### src/rtl/dmem_port_arbiter.sv
// -----------------------------------------------------------------------------
// dmem_port_arbiter
//
// Purpose:
//   Two-requester round-robin arbiter and sequencer in front of a single-port,
//   word-organised data memory with a fixed read latency. One access is granted
//   per cycle at most. Writes complete at the grant edge. A read keeps the block
//   busy until the data returns. The data is then registered and presented with
//   a one-cycle rvalid pulse to the port that issued the read.
//
// Handshake (both request ports):
//   A requester raises mN_req with all mN_* fields stable and holds them until
//   it sees mN_gnt=1 in the same cycle. The request is consumed at the rising
//   edge that ends the grant cycle. Read data comes back later as a one-cycle
//   mN_rvalid pulse, and mN_rdata is meaningful only while that pulse is high.
//   No grant is issued while a read is outstanding (busy=1).
//
// Parameters:
//   MEM_LATENCY   cycles from an accepted memory read to mem_rdata valid (1..4)
//
// Ports:
//   clk, rst_n                    clock, async active-low reset
//   m0_*                          port 0 (load/store unit): req/we/addr/wdata/be
//                                 in, gnt/rvalid/rdata out
//   m1_*                          port 1 (secondary master), same shape as m0_*
//   mem_req/we/addr/wdata/be      memory request, driven from the granted port
//   mem_rdata                     memory read data, valid MEM_LATENCY cycles
//                                 after the read's mem_req cycle
//   busy                          high while a read is outstanding (WAIT)
//   dbg_state_o                   current FSM state (0=IDLE, 1=WAIT, 2=RESP)
// -----------------------------------------------------------------------------
module dmem_port_arbiter #(
  parameter int unsigned MEM_LATENCY = 1
) (
  input  logic        clk,
  input  logic        rst_n,

  input  logic        m0_req,
  input  logic        m0_we,
  input  logic [31:0] m0_addr,
  input  logic [31:0] m0_wdata,
  input  logic [3:0]  m0_be,
  output logic        m0_gnt,
  output logic        m0_rvalid,
  output logic [31:0] m0_rdata,

  input  logic        m1_req,
  input  logic        m1_we,
  input  logic [31:0] m1_addr,
  input  logic [31:0] m1_wdata,
  input  logic [3:0]  m1_be,
  output logic        m1_gnt,
  output logic        m1_rvalid,
  output logic [31:0] m1_rdata,

  output logic        mem_req,
  output logic        mem_we,
  output logic [31:0] mem_addr,
  output logic [31:0] mem_wdata,
  output logic [3:0]  mem_be,
  input  logic [31:0] mem_rdata,

  output logic        busy,
  output logic [1:0]  dbg_state_o
);

  if (MEM_LATENCY < 1 || MEM_LATENCY > 4) begin : g_bad_latency
    $error("dmem_port_arbiter: MEM_LATENCY must be in 1..4");
  end

  // Counter start value: the counter reaches 0 in the cycle mem_rdata is valid.
  localparam logic [1:0] LAT_M1 = 2'(MEM_LATENCY - 1);

  typedef enum logic [1:0] {
    S_IDLE = 2'd0,
    S_WAIT = 2'd1,
    S_RESP = 2'd2
  } state_e;

  state_e      state_q, state_d;
  logic [1:0]  cnt_q, cnt_d;
  logic        owner_q, owner_d;        // port that issued the outstanding read
  logic        last_gnt_q, last_gnt_d;  // port granted most recently
  logic [31:0] rdata_q, rdata_d;

  logic arb_en;
  logic gnt0, gnt1;
  logic any_gnt;
  logic gnt_we;

  // ---------------------------------------------------------------------------
  // Arbitration. Grants are combinational from the requests and are forced low
  // during reset and while a read is outstanding. On a conflict the port that
  // was not granted last wins.
  // ---------------------------------------------------------------------------
  always_comb begin
    arb_en  = rst_n && (state_q != S_WAIT);
    gnt0    = arb_en && m0_req && (!m1_req || last_gnt_q);
    gnt1    = arb_en && m1_req && (!m0_req || !last_gnt_q);
    any_gnt = gnt0 || gnt1;
    gnt_we  = gnt1 ? m1_we : m0_we;
  end

  // ---------------------------------------------------------------------------
  // State register
  // ---------------------------------------------------------------------------
  always_ff @(posedge clk or negedge rst_n) begin
    if (!rst_n) begin
      state_q    <= S_IDLE;
      cnt_q      <= 2'd0;
      owner_q    <= 1'b0;
      last_gnt_q <= 1'b1;
      rdata_q    <= 32'd0;
    end else begin
      state_q    <= state_d;
      cnt_q      <= cnt_d;
      owner_q    <= owner_d;
      last_gnt_q <= last_gnt_d;
      rdata_q    <= rdata_d;
    end
  end

  // ---------------------------------------------------------------------------
  // Next-state logic
  // ---------------------------------------------------------------------------
  always_comb begin
    state_d    = state_q;
    cnt_d      = cnt_q;
    owner_d    = owner_q;
    last_gnt_d = last_gnt_q;
    rdata_d    = rdata_q;

    unique case (state_q)
      // RESP arbitrates exactly like IDLE, so a read can be granted in the same
      // cycle the previous read's rvalid is shown.
      S_IDLE, S_RESP: begin
        state_d = S_IDLE;
        if (any_gnt) begin
          last_gnt_d = gnt1;
          if (!gnt_we) begin
            state_d = S_WAIT;
            cnt_d   = LAT_M1;
            owner_d = gnt1;
          end
        end
      end

      S_WAIT: begin
        if (cnt_q == 2'd0) begin
          rdata_d = mem_rdata;
          state_d = S_RESP;
        end else begin
          cnt_d = cnt_q - 2'd1;
        end
      end

      default: state_d = S_IDLE;
    endcase
  end

  // ---------------------------------------------------------------------------
  // Outputs
  // ---------------------------------------------------------------------------
  always_comb begin
    m0_gnt    = gnt0;
    m1_gnt    = gnt1;
    mem_req   = any_gnt;
    mem_we    = 1'b0;
    mem_addr  = 32'd0;
    mem_wdata = 32'd0;
    mem_be    = 4'b0000;

    if (gnt0) begin
      mem_we    = m0_we;
      mem_addr  = m0_addr;
      mem_wdata = m0_wdata;
      mem_be    = m0_we ? m0_be : 4'b0000;
    end else if (gnt1) begin
      mem_we    = m1_we;
      mem_addr  = m1_addr;
      mem_wdata = m1_wdata;
      mem_be    = m1_we ? m1_be : 4'b0000;
    end

    m0_rvalid   = rst_n && (state_q == S_RESP) && !owner_q;
    m1_rvalid   = rst_n && (state_q == S_RESP) &&  owner_q;
    m0_rdata    = rdata_q;
    m1_rdata    = rdata_q;
    busy        = rst_n && (state_q == S_WAIT);
    dbg_state_o = state_q;
  end

endmodule

### config.mk
export PLATFORM = sky130hd
export DESIGN_NAME = dmem_port_arbiter
export DESIGN_NICKNAME = d
export VERILOG_FILES = /design/src/rtl/dmem_port_arbiter.sv
export SDC_FILE = /design/constraint.sdc
export NUM_CORES = 1
export LEC_CHECK = 0
export ABC_AREA = 1
export ABC_CLOCK_PERIOD_IN_PS = 1600
export BUFFER_PORTS_ARGS = -buffer_cell sky130_fd_sc_hd__buf_2
export CELL_PAD_IN_SITES_DETAIL_PLACEMENT = 0
export CELL_PAD_IN_SITES_GLOBAL_PLACEMENT = 2
export CORE_MARGIN = 2
export CORE_UTILIZATION = 14
export CTS_BUF_LIST = sky130_fd_sc_hd__clkbuf_8
export DETAILED_ROUTE_END_ITERATION = 16
export PLACE_DENSITY = 0.83
export SYNTH_ARGS = -nofsm -noshare
export SYNTH_HDL_FRONTEND = slang
export SYNTH_SLANG_ARGS = --single-unit
export TNS_END_PERCENT = 10
### constraint.sdc
create_clock -name clk -period 1.6 [get_ports clk]
set_clock_uncertainty 0.2 [all_clocks]
set_input_delay 0.4 -clock clk [delete_from_list [all_inputs] [get_ports clk]]
set_output_delay 0.4 -clock clk [all_outputs]
set_load 0.005 [all_outputs]
==> results.rst, run 1 <==
.. list-table::
   :header-rows: 1

   * - Metric
     - Value
   * - Per-instance average area after synthesis
     - 8.367 µm²
   * - Biggest area contributors in the synthesized netlist
     - dfrtp_1, a22o_1, nand2_1, buf_4, buf_6
   * - Share of synthesized flip-flops with an asynchronous set or reset
     - 1.000
   * - Type of the worst setup path
     - register to output pin
   * - Proportion of power drawn by combinational gates
     - 0.583
   * - Worst slack, placed
     - -581.9 ps
   * - RSZ-0062 raised after global routing
     - true
   * - TritonCTS Buffers
     - 5
   * - Number of I/O pins
     - 315
   * - Clk_lat worst skew
     - 290 ps
   * - Setup-failing EPs final
     - 77
   * - Number of nets with antenna violations after detailed routing
     - 0
   * - Synth Flop Type
     - dfrtp_1
   * - Clock power share
     - 0.118
   * - Failing checks
     - setup timing
   * - Number of port buffers
     - 314
   * - Number of enable-type register cells in the synthesized netlist
     - 0
   * - Startpoint types
     - register
   * - Overall global routing resource usage
     - 0.1258
   * - Count of final max-slew check failures
     - 0
   * - Final setup margin
     - -704.9 ps
   * - Switch share
     - 0.4090
   * - Yosys top cell by area
     - dfrtp_1
   * - Total wire length
     - 13,720 µm
   * - Slew of the pin with the lowest slew margin
     - 444.7 ps
   * - Number of core rows
     - 50
   * - Wire length of the first global-routing pass
     - 18,910 µm
   * - Layout net count
     - 784
   * - Switching power total
     - 2.449 mW
   * - Peak VDD IR
     - 0.7056 mV
   * - Req. time, crit path
     - 1000 ps
   * - Data arrival at the endpoint of the critical path
     - 1700 ps
   * - Sequential element share of the synthesized area
     - 0.3636
   * - Fmax
     - 433.9 MHz
   * - # H-tree levels
     - 2
   * - Synthesized instance count
     - 313
   * - Share of Yosys cell area claimed by the top area cell type
     - 0.3536
   * - Clock slew seen by the registers of the worst setup and hold paths
     - 80 ps
   * - Router iterations before antenna repair
     - 4
   * - Cell area after synthesis
     - 0.002619 mm²
   * - Static leakage power
     - 2.766 nW
   * - Clock tree from TritonCTS
     - built
   * - Number of DRC markers in iteration 0
     - 126
   * - Number of vias in the routed layout
     - 3,410
   * - Power density over the cells
     - 1300 mW/mm²
   * - Critical path endpoint category
     - output pin
   * - DRC violations left
     - 0
   * - Worst slew margin
     - 0.7035
   * - Die Ht
     - 140.8 µm
   * - Cell Int Power
     - 3.539 mW
   * - Number of antenna violations at the first check in global routing
     - 5
   * - HPWL after detailed placement
     - 10,990 µm
   * - Post-layout minimum cycle time
     - 2305 ps
   * - Flop2flop setup slack
     - -40 ps
   * - Clock root cell
     - clkbuf_8
   * - Result of the run
     - finished with violations
   * - Synth unique cells
     - 23
   * - Effective utilization at floorplan
     - 0.1414
   * - X dimension of the die
     - 140.8 µm
   * - Avg WL per Cell
     - 16.24 µm
   * - Seq cells post-synth
     - 38
   * - Placer Congestion
     - 0.8387
   * - Nets in the synthesized netlist
     - 488
   * - Proportion of layout cells with a drive suffix above 1
     - 0.6000
   * - Largest buffer count on any clock path
     - 2
   * - Vias per Instance
     - 4.036
   * - Pin count of the biggest net entering global routing
     - 41
   * - Number of global-route vias before repair
     - 3,137
   * - Sum of overflow across all layers after global routing
     - 0
   * - Synth-to-layout area growth
     - 75.87%
   * - Sink count of the clock tree
     - 38
   * - Post-route setup TNS
     - -45,580 ps
   * - Core area
     - 0.01852 mm²
   * - HP Class
     - primary input to async pin
   * - Reg power frac
     - 0.298
   * - Final hold violation count
     - 0
   * - Period Utilization, post-route
     - 1.441
   * - Total die area
     - 0.01981 mm²
   * - Top post-synthesis cells by count
     - nand2_1, a22o_1, dfrtp_1
   * - Maximum net fanout on the critical path
     - 15
   * - Most common cell in the synthesized netlist
     - nand2_1
   * - Max Cap Violations
     - 0
   * - Number of warning messages in the yosys log
     - 0
-- what timing repair did --
action | CTS | global route
hold buffers | 2 | 0
gates cloned | 2 | 1
hold endpoints to repair | 5 | 0
resized for setup | 20 | 9
setup endpoints to repair | 108 | 113
pin swaps | 3 | 2
buffers inserted | 3 | 0
-- layer usage --
| layer | vias to the layer above | track usage | share of wire |
|---|---|---|---|
| met1 | 1555 | 0.1518 | 0.41 |
| li1 | 1626 | - | - |
| met5 | - | 0 | 0.0022 |
| met3 | 16 | 0.03940 | 0.098 |
| met2 | 209 | 0.2190 | 0.48 |
| met4 | 4 | 0.02947 | 0.014 |
-- power groups by stage --
stage | logic, mW | clock network, mW | registers (mW)
after CTS | 3.51 | 0.757 | 1.80
after global routing | 3.89 | 0.781 | 1.87
after global placement | 3.32 | 0 | 1.81
after floorplan | 2.02 | 0 | 1.81
after detailed placement | 3.34 | 0 | 1.80
final | 3.49 | 0.708 | 1.79
-- logic make-up after synthesis --
family	Yosys count	share of synthesized area
buffers and inverters	66	0.1854
flip-flops	38	0.3636
adder cells (fa/ha/maj)	1	0.004777
AND/OR/NAND/NOR	138	0.2183
AO/OA/AOI/OAI	70	0.2279
-- stage by stage --
stage	total power, mW	instance area, µm²	util	instances	hold WS, ps
after detailed placement	5.139	4268	0.2305	829	200.6
final	5.988	4606	0.2487	845	83.67
after floorplan	3.835	2619	-	313	-95.59
after global placement	5.131	4268	0.2305	829	199.7
after global routing	6.540	4603	0.2486	844	78.92
after CTS	6.074	4541	0.2452	844	74.10
-- critical path, cell delays in order (launching register included) --
cell	delay, ps
dfstp_2	530
inv_1	50
nand2_2	70
nand4_4	120
clkinv_8	130
buf_12	150
a22o_1	190
buf_2	150
-- sequential cells by signal, indices dropped and copies added, names as in the netlist --
name         cells
dbg_state_o      2
m0_rdata        32
owner_q          1
cnt_q            2
last_gnt_q       1
-- layout by cell type (no fill, tap or decap), drive strengths merged --
cell type | synthesis | routed
dfrtp | 37 | 37
nand4 | 2 | 2
a22o | 64 | 64
inv | 14 | 13
buf | 52 | 338
dfstp | 1 | 1
ha | 1 | 1
clkinv | 0 | 2
clkinvlp | 0 | 1
a21oi | 2 | 2
nor2 | 4 | 4
or4 | 1 | 1
dlygate4sd3 | 0 | 2
o21bai | 1 | 1
diode | 0 | 1
o21ai | 3 | 3
nand3 | 14 | 14
clkbuf | 0 | 7
nand2 | 117 | 117
-- area by class of cell --
cell class	count	area (µm²)
Fill cell	2071	13910
Timing Repair Buffer	341	1961
Multi-Input combinational cell	209	1230
Sequential cell	38	952.2
Tap cell	234	292.8
Clock buffer	6	82.58
Inverter	14	72.57
Clock inverter	2	12.51
Antenna cell	1	2.502
-- path summary, 6_finish.rpt --
kind                                      from              to  cells after the start
worst max register to register  dbg_state_o[0]         owner_q                      8
worst min-delay path                     rst_n      last_gnt_q                      2
worst max-delay path                last_gnt_q    mem_addr[19]                      7
worst min register to register        cnt_q[0]        cnt_q[0]                      2
max in group asynchronous                rst_n  dbg_state_o[0]                      3
min in group clk                 mem_rdata[28]    m0_rdata[28]                      3
Power figures use the tool's default switching activity.
==> run 2: changes to the inputs <==
--- a/config.mk
+++ b/config.mk
@@ -15,6 +15,7 @@
 export CTS_BUF_LIST = sky130_fd_sc_hd__clkbuf_8
 export DETAILED_ROUTE_END_ITERATION = 16
 export PLACE_DENSITY = 0.83
+export REMOVE_ABC_BUFFERS = 1
 export SYNTH_ARGS = -nofsm -noshare
 export SYNTH_HDL_FRONTEND = slang
 export SYNTH_SLANG_ARGS = --single-unit
==> results.rst, run 2 (synthesis gave the netlist of run 1 again) <==
.. list-table::
   :header-rows: 1

   * - Metric
     - Value
   * - Reg-to-reg startpoint
     - dbg_state_o[0]
   * - X dimension of the die
     - 140.8 µm
   * - Most common cell type on the critical path
     - buf_12
   * - Critical path, cell by cell
     - inv_2, nand2_2, nand4_4, inv_4, buf_12, buf_12, buf_12, a22o_1, buf_2
   * - Post-layout minimum cycle time
     - 2366 ps
   * - Critical path endpoint category
     - output pin
   * - Start point of the critical path
     - last_gnt_q
   * - Number of nets with antenna violations after detailed routing
     - 0
   * - Flop2flop setup slack
     - -200 ps
   * - Count of final max-slew check failures
     - 0
   * - Slowest library cell on the worst path
     - dfstp_2
   * - Filler Cells Inserted
     - 2,081
   * - Power density over the cells
     - 1298 mW/mm²
   * - Hold Crit Start
     - mem_rdata[27]
   * - Switching power total
     - 2.634 mW
   * - Power Total
     - 6.361 mW
   * - Pin count of the biggest net entering global routing
     - 33
   * - Final hold violation count
     - 0
   * - HP Class
     - primary input to register
   * - Failing checks
     - setup timing
   * - CP peak stage delay
     - 540 ps
   * - Total die area
     - 0.01981 mm²
   * - Total stage count of the critical path
     - 9
   * - RSZ-0062 raised after global routing
     - true
   * - Clock tree from TritonCTS
     - built
   * - Maximum net fanout on the critical path
     - 5
   * - Cell Int Power
     - 3.727 mW
   * - Core area
     - 0.01852 mm²
   * - Highest-count cells in the layout ignoring fill and taps
     - buf_2, nand2_1, a22o_1
   * - Router iterations before antenna repair
     - 4
   * - Kind of cell adding the most delay to the critical path
     - buffers and inverters
   * - Effective utilization at floorplan
     - 0.1414
   * - Synth-to-layout area growth
     - 87.15%
   * - Sum of overflow across all layers after global routing
     - 0
   * - # H-tree levels
     - 2
   * - Sink count of the clock tree
     - 38
   * - Slew of the pin with the lowest slew margin
     - 426.7 ps
   * - Number of port buffers
     - 314
   * - Reg power frac
     - 0.282
   * - Total wire length
     - 15,010 µm
   * - Clock root cell
     - clkbuf_8
   * - Overall global routing resource usage
     - 0.1386
   * - Req. time, crit path
     - 1000 ps
   * - Largest buffer count on any clock path
     - 2
   * - Number of global-route vias before repair
     - 3,330
   * - Clock slew seen by the registers of the worst setup and hold paths
     - 80 ps
   * - TritonCTS Buffers
     - 5
   * - Final setup margin
     - -765.8 ps
   * - Clk_lat worst skew
     - 290 ps
   * - Proportion of power drawn by combinational gates
     - 0.615
   * - Data arrival at the endpoint of the critical path
     - 1770 ps
   * - Logic depth of the worst register-to-register path
     - 8
   * - Terminus of the critical flop-to-flop path
     - owner_q
   * - Critical Path Sink
     - mem_wdata[25]
   * - Vias per Instance
     - 4.051
   * - Placer Congestion
     - 0.8324
   * - Wire length of the first global-routing pass
     - 20,550 µm
   * - Diode count
     - 0
   * - Startpoint types
     - register
   * - HPWL after detailed placement
     - 11,700 µm
   * - Peak VDD IR
     - 0.5694 mV
   * - Worst slack, placed
     - -537.9 ps
   * - Static leakage power
     - 2.906 nW
   * - Fmax
     - 422.7 MHz
   * - Most common cell after layout, fill and taps aside
     - buf_2
   * - Result of the run
     - finished with violations
   * - Number of flip-flops in the largest register
     - 32
   * - Proportion of layout cells with a drive suffix above 1
     - 0.6171
   * - DRC violations left
     - 0
   * - Number of core rows
     - 50
   * - Max Cap Violations
     - 0
   * - Type of the worst setup path
     - register to output pin
   * - Avg WL per Cell
     - 17.33 µm
   * - Period Utilization, post-route
     - 1.479
   * - Clock power share
     - 0.102
   * - Switch share
     - 0.4141
   * - Number of I/O pins
     - 315
   * - Die Ht
     - 140.8 µm
   * - Worst slew margin
     - 0.7155
   * - Number of DRC markers in iteration 0
     - 150
   * - Setup-failing EPs final
     - 81
   * - Layout net count
     - 806
   * - Number of antenna violations at the first check in global routing
     - 1
   * - WP buf/inv
     - 6
   * - Number of vias in the routed layout
     - 3,508
-- run 2: how the worst min path moves through the flow --
stage                         endpoint  slack [ps]  cells after the start
final                     m0_rdata[27]         100                      3
after detailed placement      cnt_q[0]         270                      2
after global placement        cnt_q[0]         260                      2
after global routing      m0_rdata[13]          90                      3
after CTS                 m0_rdata[10]          80                      3
after floorplan               cnt_q[0]        -100                      0
-- run 2: final cells by class --
| type | instances | area, µm² | area share |
|---|---|---|---|
| Clock buffer | 5 | 68.82 | 0.01404 |
| Clock inverter | 3 | 15.01 | 0.003064 |
| Inverter | 14 | 70.07 | 0.01430 |
| Multi-Input combinational cell | 209 | 1242 | 0.2535 |
| Sequential cell | 38 | 952.2 | 0.1943 |
| Tap cell | 234 | 292.8 | 0.05974 |
| Timing Repair Buffer | 362 | 2248 | 0.4588 |
| Timing Repair inverter | 1 | 11.26 | 0.002298 |
-- run 2: routing by layer --
metal	wire length [µm]	track usage	vias up
met5	0	0	-
li1	-	-	1676
met3	1303	0.02921	22
met4	525	0.05211	0
met2	7184	0.2367	229
met1	5997	0.1719	1581
-- run 2: tightest hold or removal path, delay by kind of cell --
kind / cells / cell delay [ps]
buf+inv: 1 / 70
simple gates: 2 / 90
-- run 2: metrics by stage --
step	TNS, ps	instance area (µm²)	cells	hold WS [ps]	utilization
final	-51220	4901	866	98.16	0.2647
after global routing	-59520	4901	866	86.80	0.2647
after CTS	-53420	4747	861	78.69	0.2564
after detailed placement	-34620	4323	838	271.0	0.2334
after global placement	-34280	4323	838	259.0	0.2334
after floorplan	-47960	2191	261	-95.59	-
-- run 2: what timing repair did --
| action | CTS | global route |
|---|---|---|
| resized for setup | 40 | 15 |
| endpoints found under the hold margin | 5 | 0 |
| cloned | 5 | 3 |
| buffers inserted | 9 | 2 |
| setup endpoints to repair | 109 | 114 |
| hold buffers | 1 | 0 |
| pin swaps | 11 | 10 |
-- run 2: power groups by stage --
stage	registers, mW	clock network (mW)	logic, mW
floorplan	1.88	0	1.25
detailed placement	1.80	0	3.44
finish	1.80	0.651	3.92
global placement	1.81	0	3.42
CTS	1.81	0.696	3.82
global route	1.88	0.732	4.32
==> run 3: changes to the inputs <==
--- a/config.mk
+++ b/config.mk
@@ -8,13 +8,14 @@
 export ABC_AREA = 1
 export ABC_CLOCK_PERIOD_IN_PS = 1600
 export BUFFER_PORTS_ARGS = -buffer_cell sky130_fd_sc_hd__buf_2
+export CAP_MARGIN = 30
 export CELL_PAD_IN_SITES_DETAIL_PLACEMENT = 0
 export CELL_PAD_IN_SITES_GLOBAL_PLACEMENT = 2
-export CORE_MARGIN = 2
+export CORE_MARGIN = 4
 export CORE_UTILIZATION = 14
 export CTS_BUF_LIST = sky130_fd_sc_hd__clkbuf_8
 export DETAILED_ROUTE_END_ITERATION = 16
-export PLACE_DENSITY = 0.83
+export PLACE_DENSITY_LB_ADDON = 0.12
 export REMOVE_ABC_BUFFERS = 1
 export SYNTH_ARGS = -nofsm -noshare
 export SYNTH_HDL_FRONTEND = slang
==> results.rst, run 3 (synthesis gave the netlist of run 1 again) <==
.. list-table::
   :header-rows: 1

   * - Metric
     - Value
   * - Result of the run
     - finished with violations
   * - Failing checks
     - setup timing
   * - Slowest library cell on the worst path
     - dfstp_2
   * - Overall global routing resource usage
     - 0.1256
   * - Router iterations before antenna repair
     - 4
   * - HP Class
     - primary input to async pin
   * - Final setup margin
     - -677.8 ps
   * - Effective utilization at floorplan
     - 0.1438
   * - Setup-failing EPs final
     - 76
   * - Number of flip-flops in the largest register
     - 32
   * - Flop2flop setup slack
     - 10 ps
   * - Utilization after layout
     - 0.2593
   * - Most common cell type on the critical path
     - buf_12
   * - Number of I/O pins
     - 315
   * - Total die area
     - 0.02096 mm²
   * - Die Ht
     - 144.8 µm
   * - Layout net count
     - 794
   * - DRC violations left
     - 0
   * - Reg-to-reg startpoint
     - dbg_state_o[0]
   * - Number of vias in the routed layout
     - 3,377
   * - Critical path endpoint category
     - output pin
   * - Peak VDD IR
     - 0.5134 mV
   * - Count of final max-slew check failures
     - 0
   * - Number of global-route vias before repair
     - 3,241
   * - Avg WL per Cell
     - 17.82 µm
   * - Final hold violation count
     - 0
   * - Clock root cell
     - clkbuf_8
   * - Proportion of layout cells with a drive suffix above 1
     - 0.6113
   * - Terminus of the critical flop-to-flop path
     - owner_q
   * - Max Cap Violations
     - 0
   * - RSZ-0062 raised after global routing
     - true
   * - Period Utilization, post-route
     - 1.424
   * - Number of DRC markers in iteration 0
     - 134
   * - Power density over the cells
     - 1325 mW/mm²
   * - Reg power frac
     - 0.286
   * - # H-tree levels
     - 2
   * - Worst slew margin
     - 0.7072
   * - Vias per Instance
     - 3.978
   * - Data arrival at the endpoint of the critical path
     - 1680 ps
   * - Clock tree from TritonCTS
     - built
   * - Switch share
     - 0.4100
   * - Critical path, cell by cell
     - inv_2, nand2_2, nand4_4, inv_8, buf_12, buf_12, a22o_1, buf_2
   * - Cell Int Power
     - 3.690 mW
   * - Number of antenna violations at the first check in global routing
     - 1
   * - Sink count of the clock tree
     - 38
   * - Clock slew seen by the registers of the worst setup and hold paths
     - 90 ps
   * - Post-route setup TNS
     - -47,190 ps
   * - TritonCTS Buffers
     - 5
   * - Logic depth of the worst register-to-register path
     - 8
   * - Number of nets with antenna violations after detailed routing
     - 0
   * - Placer Congestion
     - 0.7789
   * - Most common cell after layout, fill and taps aside
     - buf_2
   * - Total wire length
     - 15,130 µm
   * - Highest-count cells in the layout ignoring fill and taps
     - buf_2, nand2_1, a22o_1
   * - Type of the worst setup path
     - register to output pin
   * - Core area
     - 0.01821 mm²
   * - Sum of overflow across all layers after global routing
     - 0
   * - Pin count of the biggest net entering global routing
     - 29
   * - Req. time, crit path
     - 1000 ps
   * - Largest buffer count on any clock path
     - 2
   * - Number of core rows
     - 49
   * - Switching power total
     - 2.564 mW
   * - Wire length of the first global-routing pass
     - 20,030 µm
   * - Filler Cells Inserted
     - 2,022
   * - Power Total
     - 6.254 mW
   * - Post-layout minimum cycle time
     - 2278 ps
   * - Diode count
     - 0
   * - Fmax
     - 439.0 MHz
   * - Slew of the pin with the lowest slew margin
     - 437.8 ps
   * - Proportion of power drawn by combinational gates
     - 0.597
   * - Clock power share
     - 0.117
   * - CP peak stage delay
     - 540 ps
   * - Static leakage power
     - 2.829 nW
   * - Clk_lat worst skew
     - 290 ps
   * - Maximum net fanout on the critical path
     - 6
   * - Synth-to-layout area growth
     - 80.32%
   * - Number of port buffers
     - 314
   * - Startpoint types
     - register
   * - X dimension of the die
     - 144.8 µm
   * - HPWL after detailed placement
     - 11,900 µm
-- run 3: cell count changes in the layout (fill, tap and decap cells not counted), moves of 2 or more --
cell and change:
buf_12 +2, nor2_1 +2, nor2_2 -3, buf_2 +10
a22o_4 -2, a22o_1 +2, inv_1 -2, buf_6 -15
buf_4 -7
-- run 3: layout make-up --
class                   count  area [µm²]  share of cell area
clock inverters             2       12.51            0.002650
multi-input cells         209        1216              0.2576
flip-flops and latches     38       952.2              0.2016
inverters                  14       67.56             0.01431
repair buffers            351        2105              0.4457
well taps                 229       286.5             0.06068
clock buffers               6       82.58             0.01749
-- run 3: metrics by stage --
stage / area (µm²) / instances / hold slack (ps) / setup WS, ps
after detailed placement: 4304 / 828 / 263.3 / -436.2
after global placement: 4304 / 828 / 256.0 / -422.1
after global routing: 4722 / 849 / 82.18 / -761.0
after CTS: 4663 / 847 / 76.47 / -712.8
after floorplan: 2191 / 261 / -95.59 / -580.8
final: 4722 / 849 / 63.61 / -677.8
-- run 3: power by group through the flow --
stage | combinational (mW) | sequential (mW) | clock (mW)
floorplan | 1.25 | 1.88 | 0
detailed placement | 3.48 | 1.80 | 0
CTS | 3.77 | 1.81 | 0.777
global placement | 3.49 | 1.80 | 0
finish | 3.74 | 1.79 | 0.730
global route | 4.15 | 1.87 | 0.804
-- run 3: worst max-delay path, delay by kind of cell (launching register included) --
kind	cells	cell delay, ps
simple gates	2	170
buf+inv	5	530
flops	1	540
compound gates	1	140
-- run 3: worst max-delay path by stage --
stage / end / cells past startpoint / from
2_1_floorplan: mem_addr[0] / 5 / last_gnt_q
3_3_place_gp: mem_addr[7] / 8 / rst_n
3_5_place_dp: mem_we / 8 / last_gnt_q
4_1_cts: mem_be[2] / 9 / last_gnt_q
5_1_grt: mem_wdata[27] / 8 / last_gnt_q
6_report: mem_addr[17] / 8 / last_gnt_q
-- run 3: metal layers --
layer / vias to the layer above / GRT usage / wire length [µm]
li1: 1653 / - / -
met1: 1548 / 0.1552 / 6038
met2: 160 / 0.2199 / 7733
met3: 14 / 0.03516 / 1154
met4: 2 / 0.02307 / 189
met5: - / 0 / 13
-- run 3: repair_timing --
action | 4_1_cts | 5_1_grt
pin swaps | 9 | 4
gates resized for setup | 25 | 3
endpoints found under the setup margin | 82 | 112
hold endpoints to repair | 9 | 0
buffers inserted | 6 | 0
hold buffers | 1 | 0
cloned | 5 | 2
